## src/rtl/rocc_issuer_pkg.sv

```systemverilog
// rocc_issuer_pkg
//   Shared types and constants for the ROCC command issuer.
//   ROCC_OPCODE_CUSTOM0 : major opcode carried by every issued instruction
//   rocc_cmd_t          : one queued host command {funct, rd, xd, rs1, rs2}
//   rocc_resp_t         : one ROCC response held for the host {rd, data}
package rocc_issuer_pkg;

   localparam logic [6:0] ROCC_OPCODE_CUSTOM0 = 7'h0B;

   typedef struct packed {
      logic [6:0]  funct;
      logic [4:0]  rd;
      logic        xd;
      logic [63:0] rs1;
      logic [63:0] rs2;
   } rocc_cmd_t;

   typedef struct packed {
      logic [4:0]  rd;
      logic [63:0] data;
   } rocc_resp_t;

endpackage

```

## src/rtl/rocc_sync_fifo.sv

```systemverilog
// rocc_sync_fifo
//   Single-clock FIFO. Read data is the current head, valid while !empty.
//   Full/empty come from equal indices plus a wrap bit, so any DEPTH >= 1 works.
//   Ports:
//     clock, reset (async, active-low)
//     push, din   : write when !full
//     pop,  dout  : remove head when !empty
//     full, empty : status
module rocc_sync_fifo #(
   parameter int WIDTH = 8,
   parameter int DEPTH = 4
) (
   input  logic             clock,
   input  logic             reset,
   input  logic             push,
   input  logic [WIDTH-1:0] din,
   input  logic             pop,
   output logic [WIDTH-1:0] dout,
   output logic             full,
   output logic             empty
);

   localparam int AW = (DEPTH > 1) ? $clog2(DEPTH) : 1;
   localparam logic [AW-1:0] LAST = AW'(DEPTH - 1);

   logic [WIDTH-1:0] mem [DEPTH];
   logic [AW-1:0]    wr_idx;
   logic [AW-1:0]    rd_idx;
   logic             wr_wrap;
   logic             rd_wrap;
   logic             do_push;
   logic             do_pop;

   assign do_push = push && !full;
   assign do_pop  = pop && !empty;
   assign empty   = (wr_idx == rd_idx) && (wr_wrap == rd_wrap);
   assign full    = (wr_idx == rd_idx) && (wr_wrap != rd_wrap);
   assign dout    = mem[rd_idx];

   // Storage is cleared on reset so the head (and thus payload outputs) reads 0.
   always_ff @(posedge clock or negedge reset) begin
      if (!reset) begin
         for (int i = 0; i < DEPTH; i++) mem[i] <= '0;
         wr_idx  <= '0;
         rd_idx  <= '0;
         wr_wrap <= 1'b0;
         rd_wrap <= 1'b0;
      end else begin
         if (do_push) begin
            mem[wr_idx] <= din;
            if (wr_idx == LAST) begin
               wr_idx  <= '0;
               wr_wrap <= !wr_wrap;
            end else begin
               wr_idx  <= wr_idx + AW'(1);
            end
         end
         if (do_pop) begin
            if (rd_idx == LAST) begin
               rd_idx  <= '0;
               rd_wrap <= !rd_wrap;
            end else begin
               rd_idx  <= rd_idx + AW'(1);
            end
         end
      end
   end

endmodule

```

## src/rtl/rocc_cmd_issuer.sv

```systemverilog
// rocc_cmd_issuer
//   Queues host custom-instruction requests, issues them on the ROCC io_cmd
//   channel, caps in-flight response-producing (xd=1) commands at MAX_OUT and
//   returns ROCC responses to the host through a one-entry registered slot.
//   Optional feature macro: ROCC_ISSUER_RD_CHECK_EN
//     defined   -> tag FIFO checks response rd order, sticky rd_mismatch
//     undefined -> rd_mismatch tied to 0
//   Ports:
//     clock, reset (async, active-low)
//     host_cmd_*   : host command in (valid/ready + payload)
//     io_cmd_*     : ROCC command out; inst rs1/rs2/xs1/xs2/opcode constant
//     io_resp_*    : ROCC response in
//     host_resp_*  : host response out
//     outstanding  : in-flight xd command count
//     idle         : queue empty, nothing in flight, response slot empty
//     rd_mismatch  : sticky response-order error
import rocc_issuer_pkg::*;

module rocc_cmd_issuer #(
   parameter int CMD_DEPTH = 4,
   parameter int MAX_OUT   = 4
) (
   input  logic                         clock,
   input  logic                         reset,
   input  logic                         host_cmd_valid,
   output logic                         host_cmd_ready,
   input  logic [6:0]                   host_cmd_funct,
   input  logic [4:0]                   host_cmd_rd,
   input  logic                         host_cmd_xd,
   input  logic [63:0]                  host_cmd_rs1,
   input  logic [63:0]                  host_cmd_rs2,
   output logic                         io_cmd_valid,
   input  logic                         io_cmd_ready,
   output logic [6:0]                   io_cmd_bits_inst_funct,
   output logic [4:0]                   io_cmd_bits_inst_rd,
   output logic                         io_cmd_bits_inst_xd,
   output logic [4:0]                   io_cmd_bits_inst_rs1,
   output logic [4:0]                   io_cmd_bits_inst_rs2,
   output logic                         io_cmd_bits_inst_xs1,
   output logic                         io_cmd_bits_inst_xs2,
   output logic [6:0]                   io_cmd_bits_inst_opcode,
   output logic [63:0]                  io_cmd_bits_rs1,
   output logic [63:0]                  io_cmd_bits_rs2,
   input  logic                         io_resp_valid,
   output logic                         io_resp_ready,
   input  logic [4:0]                   io_resp_bits_rd,
   input  logic [63:0]                  io_resp_bits_data,
   output logic                         host_resp_valid,
   input  logic                         host_resp_ready,
   output logic [4:0]                   host_resp_rd,
   output logic [63:0]                  host_resp_data,
   output logic [$clog2(MAX_OUT+1)-1:0] outstanding,
   output logic                         idle,
   output logic                         rd_mismatch
);

   localparam int OW = $clog2(MAX_OUT + 1);

   rocc_cmd_t  host_cmd;
   rocc_cmd_t  head;
   rocc_resp_t slot;
   logic       slot_full;
   logic       q_full;
   logic       q_empty;
   logic       at_limit;
   logic       cmd_issue;
   logic       xd_issue;
   logic       resp_accept;
   logic       host_hs;

   assign host_cmd = '{funct: host_cmd_funct, rd: host_cmd_rd, xd: host_cmd_xd,
                       rs1: host_cmd_rs1, rs2: host_cmd_rs2};

   // ready depends only on queue state, never on io_cmd_ready
   assign host_cmd_ready = !q_full;

   rocc_sync_fifo #(
      .WIDTH ($bits(rocc_cmd_t)),
      .DEPTH (CMD_DEPTH)
   ) u_cmd_q (
      .clock (clock),
      .reset (reset),
      .push  (host_cmd_valid),
      .din   (host_cmd),
      .pop   (cmd_issue),
      .dout  (head),
      .full  (q_full),
      .empty (q_empty)
   );

   assign at_limit     = (outstanding == OW'(MAX_OUT));
   assign io_cmd_valid = !q_empty && !(head.xd && at_limit);
   assign cmd_issue    = io_cmd_valid && io_cmd_ready;
   assign xd_issue     = cmd_issue && head.xd;

   assign io_cmd_bits_inst_funct  = head.funct;
   assign io_cmd_bits_inst_rd     = head.rd;
   assign io_cmd_bits_inst_xd     = head.xd;
   assign io_cmd_bits_inst_rs1    = 5'd1;
   assign io_cmd_bits_inst_rs2    = 5'd2;
   assign io_cmd_bits_inst_xs1    = 1'b1;
   assign io_cmd_bits_inst_xs2    = 1'b1;
   assign io_cmd_bits_inst_opcode = ROCC_OPCODE_CUSTOM0;
   assign io_cmd_bits_rs1         = head.rs1;
   assign io_cmd_bits_rs2         = head.rs2;

   assign io_resp_ready = !slot_full || host_resp_ready;
   assign resp_accept   = io_resp_valid && io_resp_ready;
   assign host_hs       = slot_full && host_resp_ready;

   // Issue and accept in the same cycle cancel; an accept with nothing in
   // flight is spurious and must not underflow.
   always_ff @(posedge clock or negedge reset) begin
      if (!reset) begin
         outstanding <= '0;
      end else if (xd_issue && !resp_accept) begin
         outstanding <= outstanding + OW'(1);
      end else if (resp_accept && !xd_issue && (outstanding != '0)) begin
         outstanding <= outstanding - OW'(1);
      end
   end

   always_ff @(posedge clock or negedge reset) begin
      if (!reset) begin
         slot_full <= 1'b0;
         slot      <= '0;
      end else if (resp_accept) begin
         slot_full <= 1'b1;
         slot      <= '{rd: io_resp_bits_rd, data: io_resp_bits_data};
      end else if (host_hs) begin
         slot_full <= 1'b0;
      end
   end

   assign host_resp_valid = slot_full;
   assign host_resp_rd    = slot.rd;
   assign host_resp_data  = slot.data;
   assign idle            = q_empty && (outstanding == '0) && !slot_full;

`ifdef ROCC_ISSUER_RD_CHECK_EN
   logic [4:0] tag_head;
   logic       tag_full;
   logic       tag_empty;
   logic       resp_bad;

   rocc_sync_fifo #(
      .WIDTH (5),
      .DEPTH (MAX_OUT)
   ) u_tag_q (
      .clock (clock),
      .reset (reset),
      .push  (xd_issue && !tag_full),
      .din   (head.rd),
      .pop   (resp_accept),
      .dout  (tag_head),
      .full  (tag_full),
      .empty (tag_empty)
   );

   assign resp_bad = resp_accept &&
                     ((outstanding == '0) || tag_empty || (tag_head != io_resp_bits_rd));

   always_ff @(posedge clock or negedge reset) begin
      if (!reset) begin
         rd_mismatch <= 1'b0;
      end else if (resp_bad) begin
         rd_mismatch <= 1'b1;
      end
   end
`else
   assign rd_mismatch = 1'b0;
`endif

endmodule

```

## config.mk

```make
export PLATFORM = sky130hd
export DESIGN_NAME = rocc_cmd_issuer
export DESIGN_NICKNAME = d
export VERILOG_FILES = /design/src/rtl/rocc_issuer_pkg.sv /design/src/rtl/rocc_sync_fifo.sv /design/src/rtl/rocc_cmd_issuer.sv
export SDC_FILE = /design/constraint.sdc
export NUM_CORES = 1
export LEC_CHECK = 0
export CORE_MARGIN = 2
export CORE_UTILIZATION = 45
export DETAILED_ROUTE_END_ITERATION = 12
export PLACE_DENSITY = 0.69
export REMOVE_ABC_BUFFERS = 1
export SYNTH_ARGS = -nofsm -noshare
export SYNTH_HDL_FRONTEND = slang
export SYNTH_SLANG_ARGS = --single-unit
```

## constraint.sdc

```tcl
create_clock -name clock -period 4.92 [get_ports clock]
set_input_delay 0.984 -clock clock [delete_from_list [all_inputs] [get_ports clock]]
set_output_delay 0.984 -clock clock [all_outputs]
set_load 0.01 [all_outputs]
```

Word-level counts from Yosys, hierarchy flattened. Cells that the tools add are included.

Add/subtract/negate cells: 4. Multiply operators: 0. Bitwise logic cells: 2. Reductions and logical operators: 31. Div/mod/pow operators: 0. Equality and inequality tests: 6. Shift operators: 0. Muxes and demuxes: 12. Order comparisons: 3.

Operators with widths (count): $bwmux 564 (1); $mux 141 (3); $bmux 141 s2 (1); $demux 141 s2 (1); $logic_and 1x1->1 (16); $logic_not 1->1 (8); $ge 3x3->1 const B (2); $mux 3 (2); $not 2->3 (2); $add 2x1->2 const B (2); $eq 2x2->1 const B (2); $mux 2 (2); $reduce_and 2->1 (2); $reduce_bool 2->1 (2); $add 3x1->3 const B (1); $eq 3x3->1 const B (1); $logic_not 3->1 (1); $lt 3x1->1 const B (1); $reduce_bool 3->1 (1); $sub 3x1->3 const B (1); $eq 2x2->1 (1); $mux 1 (2); $eq 1x1->1 (1); $logic_or 1x1->1 (1); $ne 1x1->1 (1).

Bits in read-only memories: 0. Word-level logic and storage cells: 70. Memories: 0. RAM bits: 0. Bits in latches: 0. Register bits: 643.

Depth between registers and ports, before layout. Gate-level depths: netlist of run 1.

Depth in word-level cells: 14. Mapped depth: 8. Gate-level depth less buffers: 6.

By module. From an unflattened synthesis of run 1, not the netlist that was laid out.

Cells, all modules: 1606. Area, all modules: 27671.5 um2.

By module, submodules not included: rocc_sync_fifo (times used 1, cells each 1402, area an instance 24621.1 um2, seq. area each 14263.7 um2); rocc_cmd_issuer (times used 1, cells each 204, area an instance 3050.4 um2, seq. area each 1826.8 um2).

Least setup slack after synthesis of run 1. Ideal clock, no wire load.

Path kind: register to output. From: register u_cmd_q.rd_idx[0]. To: output port io_cmd_bits_rs1[0]. Path buffers: 3. Cell stages (with the launch flop): 5. Data required time: 3.936 ns. Data arrival time: 1.669 ns. Setup slack: 2.267 ns. Path through: dfrtp_1 -> buf_4 -> clkbuf_1 -> buf_2 -> mux4_2.

Longest elaborated chain between the ends: 4.

Ends and longest elaborated chain: start: declaration (line rocc_sync_fifo.sv:28) `logic [AW-1:0] rd_idx;`; start signal: assignment (line rocc_sync_fifo.sv:63) `rd_idx <= rd_idx + AW'(1);`; $not 2->3 (implied by the code) (line rocc_sync_fifo.sv:38) `assign dout = mem[rd_idx];`; $bmux 141 s2 (line rocc_sync_fifo.sv:38); $mux 141 (implied by the code) (2 in a row) (line rocc_sync_fifo.sv:38); end: declaration (line rocc_cmd_issuer.sv:42) `output logic [63:0] io_cmd_bits_rs1,`.

No other way between the ends. The select of a mux whose other input is x is not followed.

Worst setup path after layout of run 1.
From: register u_cmd_q.rd_idx[0]. To: output port io_cmd_bits_rs2[52].

Longest elaborated chain between the ends: 4.

Ends and longest elaborated chain: $not 2->3 (implied by the code) (line rocc_sync_fifo.sv:38); $bmux 141 s2 (line rocc_sync_fifo.sv:38); $mux 141 (implied by the code) (2 in a row) (line rocc_sync_fifo.sv:38); end: declaration (line rocc_cmd_issuer.sv:43) `output logic [63:0] io_cmd_bits_rs2,`.

No other way between the ends. The select of a mux whose other input is x is not followed.

==> metrics.yaml, run 1 <==
path_clk_slew_ns: 0.06
clk_latency_ns: 0.60
die_w_um: 251
ys_top_cells_by_area: "dfrtp_1, mux2_1, mux2_2, mux4_2, buf_2"
dieArea_mm2: 0.0629
post-cts-setup-buffer-count: 0
row_count: 90
syn_area_mm2: 0.0274
via_per_inst: 5.46
routedWlPerCell_um: 23.0
boundaryPins: 454
num_vias: 15666
status: "completed"
synth_ff_type: "dfrtp_1"
irDropWorstVdd_v: 0.000323
syn_inst: 1597
synth_edf_count: 0
final_util_pct: 58.0
dp_hpwl_um: 43100
root_buffer: "clkbuf_16"
yosys-top-cells-count: "dfrtp_1, mux2_1, mux2_2"
synth_area_leader_cell: "dfrtp_1"
period_share_pct: 85.3
drive_gt1_share_pct: 28.6
worstSetupPathType: "reg2out"
postCtsHoldBufs: 0
fmax_mhz: 238
synth_most_common_cell: "dfrtp_1"
p_int_uw: 17400
portBuffers: 433
hold_class: "in2async"
grt_pass1_vias: 17652
ant_nets: 0
setup_violations: 0
synthArstFlopShare_pct: 100
synth.ff_latch_count: 643
dr_wl_met2_um: 33100
wl_met1_um: 27800
initial_core_util_pct: 45.4
cts_sinks: 643
seqPwrFrac_pct: 36.5
antenna_found_initial: 3
hold_viol_final: 0
dr.pass1.iters: 4
grt_pass1_wl_um: 104000
grt-ovfl-total: 0
power_density_mw_per_mm2: 721
routed_wirelength_um: 66000
core_mm2: 0.0604
place_congestion: 0.783
grt_use_total_pct: 21.3
cts_tree: "yes"
place_inst: 2739
cap_violations: 0
endpoint_kind: "output port"
cts_buffers: 71
routed.top_layer: "met5"
p_leak_uw: 0.0146
p_clk_share_pct: 21.2
relSlewSlack_pct: 46.6
p_sw_uw: 7820
syn2layout_area_growth_pct: 27.6
crit_path_start_kind: "flop"
rsz0062_at_grt: "false"
worstMarginPinSlew_ns: 0.801
finalClockSkew_ns: 0.0211
drtIter0Drc: 610
path_max_fanout: 63
fillers: 4641
fin_crit_ns: 4.20
syn_avg_cell_area_um2: 17.2
seq_area_frac_synth_pct: 58.7
instances_no_fill: 2868
worstPathArrival_ns: 3.21
design_area_mm2: 0.0350
synth-warning-count: 0
drc: 0
die_h_um: 251
yosys.area.top_type_share_pct: 58.7
cts_resized: 0
wl_met3_um: 3760
tns_ns: 0
slew_violations: 0
cts_max_path_buffers: 3
required_ns: 3.94
cts-htree-levels: 3
synth_cell_type_count: 33
fin_nets: 2252
dpl_cell_area_mm2: 0.0326
grt_max_degree: 113
combPwrFrac_pct: 42.3
swShare_pct: 31.0
[placed cells by master, fill, tap and decap left out, types with 3 or more instances in the layout]
master           count
buf_12              14
buf_4               15
clkbuf_1            15
clkbuf_16           75
clkbuf_8            21
clkdlybuf4s50_1    432
clkinv_2            11
conb_1              20
dfrtp_1            641
ha_1                 5
inv_6                3
mux2_1             330
mux2_2             305
mux4_2             141
nand2_1              6
nand2_4              4
nand3_1              3
nor2_1               8
o21ai_0              3
xor2_1               4
[path summary, 6_finish.rpt]
check                                              startpoint                      endpoint  slack, ns  depth (start not counted)
worst max-delay path            u_cmd_q.rd_idx[0]$_DFFE_PN0N_           io_cmd_bits_rs2[52]       0.72                          3
worst min-delay path                                    reset   u_cmd_q.mem[69]$_DFFE_PN0P_       0.41                          1
worst max register to register  u_cmd_q.rd_idx[0]$_DFFE_PN0N_  u_cmd_q.mem[255]$_DFFE_PN0P_       1.70                          6
worst min register to register   u_cmd_q.mem[376]$_DFFE_PN0P_  u_cmd_q.mem[376]$_DFFE_PN0P_       0.48                          1
max in group asynchronous                               reset   u_cmd_q.mem[32]$_DFFE_PN0P_       3.38                          2
min in group clock               u_cmd_q.mem[376]$_DFFE_PN0P_  u_cmd_q.mem[376]$_DFFE_PN0P_       0.48                          1
[power groups by stage]
stage | Combinational [µW] | Clock [µW] | Sequential (µW)
3_3_place_gp | 10700 | 0 | 9140
2_1_floorplan | 6530 | 0 | 9120
3_5_place_dp | 10900 | 0 | 9300
6_report | 10700 | 5340 | 9220
5_1_grt | 11400 | 5700 | 9530
4_1_cts | 10900 | 5470 | 9220
[critical path, stage by stage, from the launching register on]
cell and delay [ns]:
dfrtp_4 0.88, buf_12 0.47, mux4_2 0.59, clkdlybuf4s50_1 0.54
[layer usage]
layer / GRT usage [%] / vias up
met2: 36.5 / 418
li1: - / 6763
met4: 5.49 / 4
met3: 5.58 / 101
met5: 0 / -
met1: 27.1 / 8380
[layout make-up]
cell class | instances | area (µm²) | area share (%)
diodes | 1 | 2.50 | 0.00715
clock buffers | 111 | 2220 | 6.35
clock inverters | 17 | 149 | 0.425
inverters | 2 | 7.51 | 0.0215
multi-input cells | 850 | 10800 | 30.9
flip-flops and latches | 643 | 16100 | 46.0
well taps | 782 | 978 | 2.80
repair buffers | 462 | 4730 | 13.5
[per-stage QoR]
step / worst slack [ns] / hold slack (ns) / total power (µW)
3_5_place_dp: 1.29 / 0.475 / 20200
3_3_place_gp: 1.27 / 0.468 / 19800
5_1_grt: 0.499 / 0.433 / 26600
6_report: 0.723 / 0.414 / 25200
4_1_cts: 0.635 / 0.415 / 25600
2_1_floorplan: -5.03 / 0.459 / 15700
[registers in the layout, summed over array words and instances (netlist names)]
signal,count
host_resp_data,64
host_resp_rd,5
host_resp_valid,1
outstanding,3
u_cmd_q.mem,564
u_cmd_q.rd_idx,2
u_cmd_q.rd_wrap,1
u_cmd_q.wr_idx,2
u_cmd_q.wr_wrap,1
[cells by family (layout without fill, tap and decap cells)]
family          Yosys count  in the layout  share of synthesized area (%)
simple gates             28             28                          0.461
xor+xnor                  6              6                          0.192
mux                     778            778                           37.7
buf+inv                 122            592                           2.30
other cells               2             21                         0.0274
fa+ha+maj                 6              6                          0.301
compound gates           12             12                          0.329
flops                   643            643                           58.7
Power figures use the tool's default switching activity.
==> run 2: changes to the inputs <==
--- a/config.mk
+++ b/config.mk
@@ -8,7 +8,8 @@
 export CORE_MARGIN = 2
 export CORE_UTILIZATION = 45
 export DETAILED_ROUTE_END_ITERATION = 12
-export PLACE_DENSITY = 0.69
+export HOLD_SLACK_MARGIN = 0.05
+export PLACE_DENSITY_LB_ADDON = 0.12
 export REMOVE_ABC_BUFFERS = 1
 export SYNTH_ARGS = -nofsm -noshare
 export SYNTH_HDL_FRONTEND = slang
==> run 2 against run 1 <==
Maximum frequency rose by 2.7%. Sequential cell count did not move. Sequential power fell by 0.8%. Hold slack improved by 0.0078 ns. Clock-buffer cell count fell by 1. Critical path depth did not move. Setup slack improved by 0.11 ns. Sequential share of layout area rose by 0.096 points. Critical endpoint is now io_cmd_bits_rs1[6]. Highest routed layer unchanged.
==> metrics.yaml, run 2 (same netlist as run 1, synthesis figures left out) <==
status: "completed"
postCtsHoldBufs: 0
power_uw: 25000
irDropWorstVdd_v: 0.000450
ff2ff_setup_slack_ns: 1.66
combPwrFrac_pct: 42.6
path_max_fanout: 34
setup_violations: 0
routed_wirelength_um: 63900
grt_use_total_pct: 20.8
grt_max_degree: 116
grt_pass1_vias: 17545
design_area_mm2: 0.0349
fmax_mhz: 245
slew_violations: 0
largest_register_ffs: 564
final_cell_mix: "dfrtp_1, clkdlybuf4s50_1, mux2_1"
finalWorstSetupSlack_ns: 0.835
via_per_inst: 5.40
top_register: "u_cmd_q.mem"
place_ws_ns: 1.35
dp_hpwl_um: 41000
rsz0062_at_grt: "false"
cts_resized: 0
grt_pass1_wl_um: 102000
finalClockSkew_ns: 0.0155
cts_tree: "yes"
routedWlPerCell_um: 22.3
dr_wl_met2_um: 31800
drive_gt1_share_pct: 28.3
post-cts-setup-buffer-count: 0
place_congestion: 0.752
endpoint_kind: "output port"
fillers: 4770
hold_class: "in2async"
drtIter0Drc: 589
final_util_pct: 57.9
seqPwrFrac_pct: 36.6
wl_met3_um: 3850
hold_viol_final: 0
worstSetupPathType: "reg2out"
dieArea_mm2: 0.0629
reg2reg_to: "u_cmd_q.mem[134]$_DFFE_PN0P_"
root_buffer: "clkbuf_16"
core_mm2: 0.0604
die_w_um: 251
initial_core_util_pct: 45.4
cts_max_path_buffers: 3
antenna_found_initial: 7
tns_ns: 0
portBuffers: 433
worstRegToRegCells: 7
dr.pass1.iters: 4
dpl_cell_area_mm2: 0.0326
die_h_um: 251
crit_path_start_kind: "flop"
p_clk_share_pct: 20.8
required_ns: 3.94
grt-ovfl-total: 0
fin_crit_ns: 4.09
boundaryPins: 454
num_vias: 15451
drc: 0
worstPathArrival_ns: 3.10
cts_buffers: 70
clk_latency_ns: 0.59
ant_nets: 0
endpoint: "io_cmd_bits_rs1[6]"
cts_sinks: 643
p_leak_uw: 0.0145
swShare_pct: 30.6
syn2layout_area_growth_pct: 27.3
wl_met1_um: 27000
r2r-start: "u_cmd_q.rd_idx[0]$_DFFE_PN0N_"
power_density_mw_per_mm2: 715
fin_nets: 2253
cap_violations: 0
p_sw_uw: 7640
row_count: 90
crit_start: "u_cmd_q.rd_idx[0]$_DFFE_PN0N_"
period_share_pct: 83.0
worstMarginPinSlew_ns: 1.11
path_clk_slew_ns: 0.06
relSlewSlack_pct: 26.1
cts-htree-levels: 3
final_common_cell: "dfrtp_1"
routed.top_layer: "met5"
p_int_uw: 17300
run 2: area by class of cell:
class / count / area [µm²] / share of cell area [%]
sequential: 643 / 16100 / 46.1
multi-input combinational: 850 / 10800 / 30.9
timing repair buffer: 464 / 4750 / 13.6
clock buffer: 110 / 2160 / 6.17
tap: 782 / 978 / 2.80
clock inverter: 10 / 125 / 0.358
inverter: 2 / 7.51 / 0.0215
antenna: 2 / 5.00 / 0.0143
run 2: power by group through the flow:
stage / clock [µW] / combinational (µW) / sequential, µW
detailed placement: 0 / 10800 / 9210
global placement: 0 / 10600 / 9080
floorplan: 0 / 6530 / 9120
global route: 5570 / 11400 / 9450
finish: 5190 / 10600 / 9150
CTS: 5350 / 10900 / 9140
run 2: how the worst min path moves through the flow:
stage,end,slack (ns),depth (start not counted)
after floorplan,u_cmd_q.mem[191]$_DFFE_PN0P_,0.46,1
after global placement,u_cmd_q.mem[264]$_DFFE_PN0P_,0.47,1
after detailed placement,u_cmd_q.mem[278]$_DFFE_PN0P_,0.48,1
after CTS,u_cmd_q.mem[338]$_DFFE_PN0P_,0.43,1
after global routing,u_cmd_q.mem[338]$_DFFE_PN0P_,0.44,1
final,u_cmd_q.mem[197]$_DFFE_PN0P_,0.42,1
run 2: layer usage:
metal  GRT usage, %  vias to the layer above
met2           35.1                      335
met3           6.08                       87
met5              0                        -
met1           26.7                     8263
met4           4.88                       10
li1               -                     6756
run 2: worst max-delay path, stage by stage (launching register included):
cell and delay [ns]:
dfrtp_4 0.70, buf_4 0.66, mux4_2 0.59, clkdlybuf4s50_1 0.52
run 2: metrics by stage:
stage,hold slack [ns],std cells
after floorplan,0.459,1495
after global placement,0.468,2741
after detailed placement,0.475,2741
after CTS,0.427,2861
after global routing,0.439,2862
final,0.422,2863
